[src/rtl/write_back.sv]
// Write-back stage register file with a pending-write scoreboard, same-cycle
// bypass from the memory stage, operand stall detection and a retire counter.
module write_back #(
    parameter int NREG = 32,
    parameter int DW   = 32
) (
    input  logic            clk,
    input  logic            rst,
    input  logic            wb_en_i,
    input  logic [31:0]     destination_i,
    input  logic [DW-1:0]   wb_data_i,
    input  logic [4:0]      rd_addr_a_i,
    input  logic [4:0]      rd_addr_b_i,
    input  logic            rd_use_a_i,
    input  logic            rd_use_b_i,
    input  logic            rsv_en_i,
    input  logic [4:0]      rsv_idx_i,
    output logic [DW-1:0]   rd_data_a_o,
    output logic [DW-1:0]   rd_data_b_o,
    output logic            stall_o,
    output logic [NREG-1:0] busy_o,
    output logic [31:0]     retire_cnt_o
);

    logic [DW-1:0]   regs_q [NREG];
    logic [DW-1:0]   regs_d [NREG];
    logic [NREG-1:0] busy_q;
    logic [NREG-1:0] busy_d;
    logic [31:0]     retire_cnt_q;
    logic [31:0]     retire_cnt_d;

    logic [4:0] wb_idx;
    logic       hit_a;
    logic       hit_b;
    logic       unused_dest_hi;

    assign wb_idx         = destination_i[4:0];
    assign unused_dest_hi = ^destination_i[31:5];

    always_comb begin
        regs_d = regs_q;
        if (wb_en_i && wb_idx != 5'd0) begin
            regs_d[wb_idx] = wb_data_i;
        end
    end

    // Clear first so that a new reservation of the retiring index wins.
    always_comb begin
        busy_d = busy_q;
        if (wb_en_i) begin
            busy_d[wb_idx] = 1'b0;
        end
        if (rsv_en_i && rsv_idx_i != 5'd0) begin
            busy_d[rsv_idx_i] = 1'b1;
        end
    end

    always_comb begin
        retire_cnt_d = retire_cnt_q + (wb_en_i ? 32'd1 : 32'd0);
    end

    always_ff @(posedge clk) begin
        if (rst) begin
            for (int i = 0; i < NREG; i++) begin
                regs_q[i] <= '0;
            end
            busy_q       <= '0;
            retire_cnt_q <= '0;
        end else begin
            regs_q       <= regs_d;
            busy_q       <= busy_d;
            retire_cnt_q <= retire_cnt_d;
        end
    end

    // A write that reset is about to discard is not forwarded either.
    always_comb begin
        hit_a = !rst && wb_en_i && (wb_idx == rd_addr_a_i) && (rd_addr_a_i != 5'd0);
        hit_b = !rst && wb_en_i && (wb_idx == rd_addr_b_i) && (rd_addr_b_i != 5'd0);

        rd_data_a_o = hit_a ? wb_data_i : regs_q[rd_addr_a_i];
        rd_data_b_o = hit_b ? wb_data_i : regs_q[rd_addr_b_i];
        if (rd_addr_a_i == 5'd0) begin
            rd_data_a_o = '0;
        end
        if (rd_addr_b_i == 5'd0) begin
            rd_data_b_o = '0;
        end

        stall_o = (rd_use_a_i && busy_q[rd_addr_a_i] && !hit_a) ||
                  (rd_use_b_i && busy_q[rd_addr_b_i] && !hit_b);
    end

    assign busy_o       = busy_q;
    assign retire_cnt_o = retire_cnt_q;

endmodule

[config.mk]
export PLATFORM = sky130hd
export DESIGN_NAME = write_back
export DESIGN_NICKNAME = d
export VERILOG_FILES = /design/src/rtl/write_back.sv
export SDC_FILE = /design/constraint.sdc
export NUM_CORES = 2
export LEC_CHECK = 0
export BUFFER_PORTS_ARGS = -buffer_cell sky130_fd_sc_hd__buf_2
export CORE_ASPECT_RATIO = 1.2
export CORE_MARGIN = 5
export CORE_UTILIZATION = 45
export DETAILED_ROUTE_END_ITERATION = 10
export PLACE_DENSITY = 0.68
export SYNTH_ARGS = -nofsm -noshare
export SYNTH_HDL_FRONTEND = slang
export SYNTH_SLANG_ARGS = --single-unit
export TNS_END_PERCENT = 30
[constraint.sdc]
create_clock -name clk -period 3.4 [get_ports clk]
set_clock_uncertainty 0.1 [all_clocks]
set_input_delay 0.51 -clock clk [delete_from_list [all_inputs] [get_ports clk]]
set_output_delay 0.51 -clock clk [all_outputs]
set_load 0.02 [all_outputs]
==> flow_summary.ini <==
[timing]
tightest_slew_ns = 1.23
tns_ns = -0.0148
finalSetupViolations = 1
fmax_mhz = 293
min_period_ns = 3.41
timing.hold.ws_ns = 0.0418
maxSlewHeadroom_pct = 17.6
min_period_over_period_pct = 100
rsz0062_at_grt = yes
fin_ws_ns = -0.0148
finalHoldViolations = 0
slew_viol_final = 0

[power]
pwr_density_cell_nw_per_um2 = 456
p_leak_nw = 22.1
peakVddDrop_uv = 377

[run_status]
status = complete, but fails checks
violations = negative setup slack

[grt]
track_usage_pct = 34.4
grt-busiest-layer = met2
grt_pass1_wl_um = 341000
grt_util_met3_pct = 9.39
grt_max_degree = 215
grt_use_met2_pct = 51.8
grt.overflow.total = 0
antenna_found_initial = 13
grt_pass1_vias = 51200
grtUsageMet1_pct = 41.0

[setup_path]
ff2ff_setup_slack_ns = 1.38
crit_chain = buf_4 -> or3b_2 -> buf_4 -> buf_4 -> o221ai_1 -> nor3_2 -> nor3_1 -> nor3_2 -> buf_4 -> buf_2
crit_top_cell = buf_4
start_kind = input pin
max_stage_delay_ns = 0.54
crit_arrival_ns = 2.80
crit_path_max_fanout = 15
required_ns = 2.79
cp_slowest_cell = or3b_2
path_class = input pin to output port
endpoint_kind = output port

[clocking]
clock_tree.root_cell = clkbuf_16
holdBufCountCts = 0
clock_sinks = 1088
clk_latency_ns = 0.74
clk_path_buf_depth = 3
tritoncts = done
htreeDepth = 3
numCtsBuffers = 109
clk_pin_slew_ns = 0.06

[routing]
drt_iter0_markers = 8869
dr.pass1.iters = 8
routed_wl_um = 238000
ant_nets = 0
drc = 0
vias = 54100
drt-vias-per-instance = 6.55
wl_per_cell_um = 28.8

[floorplan]
rows = 141
start_util_pct = 45.3
io-pin-count = 214
fp.dieW_um = 331
dieArea_um2 = 131000
core_um2 = 123000
die_h_um = 395

[cells_and_area]
drive_gt1_share_pct = 21.8
nets = 6607
seqCellArea_um2 = 21800
fill_cells = 11200
areaGrowthSynthToFinish_pct = 15.2
final_cells = 8268
multiInputGateArea_um2 = 31200

[logic_synthesis]
synthCells = 6481
yosysSeqAreaShare_pct = 39.1
ys.flop_type = dfxtp_1
yosysWarnings = 0
synth_common_cells = nand2_1 (2,042), dfxtp_1 (1,088), a21oi_1 (1,008)
synth.cell_area_um2 = 55700
synth_top_area_share_pct = 39.1
synth.distinct_cells = 55
synth_edf_count = 0
ys_seq_elements = 1088
postSynth.asyncResetShare_pct = 0
synth.avg_cell_area_um2 = 8.60
synth_most_common_cell = nand2_1
synth_top_area_cell = dfxtp_1
synth_fp_nets = 6568
synthTopCellsByArea = dfxtp_1 (39%), mux4_2 (16%), nand2_1 (14%)

[placement]
hpwl_um = 149000
port_buffers = 186
dp_cells = 8043
gp_congestion = 0.951

[run]
maxCapViolCount = 0

[min_path]
hold_path_class = input pin to flop
-- cell type report --
type	count	area share [%]
clock buffers	159	5.06
well taps	1644	3.20
diodes	10	0.0390
repair buffers	606	8.17
flip-flops and latches	1088	33.9
inverters	3	0.0175
clock inverters	46	0.992
multi-input cells	4712	48.6
-- what timing repair did --
item                       in CTS  in global routing
setup endpoints to repair      10                 12
buffers inserted                4                  3
pin swaps                       2                  2
gates cloned                    0                  3
resized for setup               8                 15
-- final timing paths --
check,start,endpoint,cells past startpoint
min,wb_data_i[9],regs_q[713],3
max reg2reg,retire_cnt_o[0],retire_cnt_o[8],7
max,rd_addr_a_i[2],rd_data_a_o[10],10
min reg2reg,regs_q[849],regs_q[849],2
-- state kept, by name (all words and copies together), names as in the netlist --
register / flops
regs_q: 1024
busy_o: 32
retire_cnt_o: 32
-- power by group --
group | switching, mW | internal, mW | leakage [nW]
registers | 0.0734 | 12.8 | 8.77
clock network | 5.52 | 7.69 | 1.92
logic | 2.08 | 1.07 | 11.4
-- cells by family (layout without fill, tap and decap cells) --
logic type	Yosys count	after routing	share of synthesized area, %
AO/OA/AOI/OAI	1370	1370	14.0
XOR/XNOR	39	39	0.613
adder cells (fa/ha/maj)	2	2	0.0449
buffers and inverters	681	814	5.78
flip-flops	1088	1088	39.1
multiplexers	705	705	21.9
other	0	10	0
AND/OR/NAND/NOR	2596	2596	18.6
-- critical path: cells and delay by family --
family                 cells  cell delay (ns)
AOI/OAI and AO/OA          1             0.20
and+or+nand+nor            4             1.01
buffers and inverters      5             1.06
-- metrics by stage --
| step | power (mW) | area [µm²] | setup slack (ns) | utilization, % |
|---|---|---|---|---|
| 2_1_floorplan | 15.0 | 55700 | 0.531 | - |
| 3_3_place_gp | 16.2 | 60000 | -0.246 | 48.8 |
| 3_5_place_dp | 16.2 | 60000 | -0.303 | 48.8 |
| 4_1_cts | 29.1 | 64000 | -0.125 | 52.0 |
| 5_1_grt | 29.9 | 64200 | -0.107 | 52.1 |
| 6_report | 29.3 | 64200 | -0.0148 | 52.1 |
-- cell usage in the layout, fill, tap and decap left out, types with 45 or more instances in the layout --
master,instances
nand2_1,2010
dfxtp_1,1088
a21oi_1,1008
mux4_2,395
buf_4,337
nor2_1,234
buf_2,175
mux2i_1,171
mux2_2,136
nor3_1,128
clkbuf_16,114
o22ai_1,84
buf_12,82
o21ai_0,57
o221ai_1,51
a221o_1,50
a211oi_1,45
-- metal layers --
layer / vias up / part of all wire (%)
li1: 22700 / -
met1: 25800 / 34
met2: 4369 / 43
met3: 1332 / 13
met4: 10 / 10
met5: - / 0.025
Note: power is estimated with default switching activity, not from simulation.
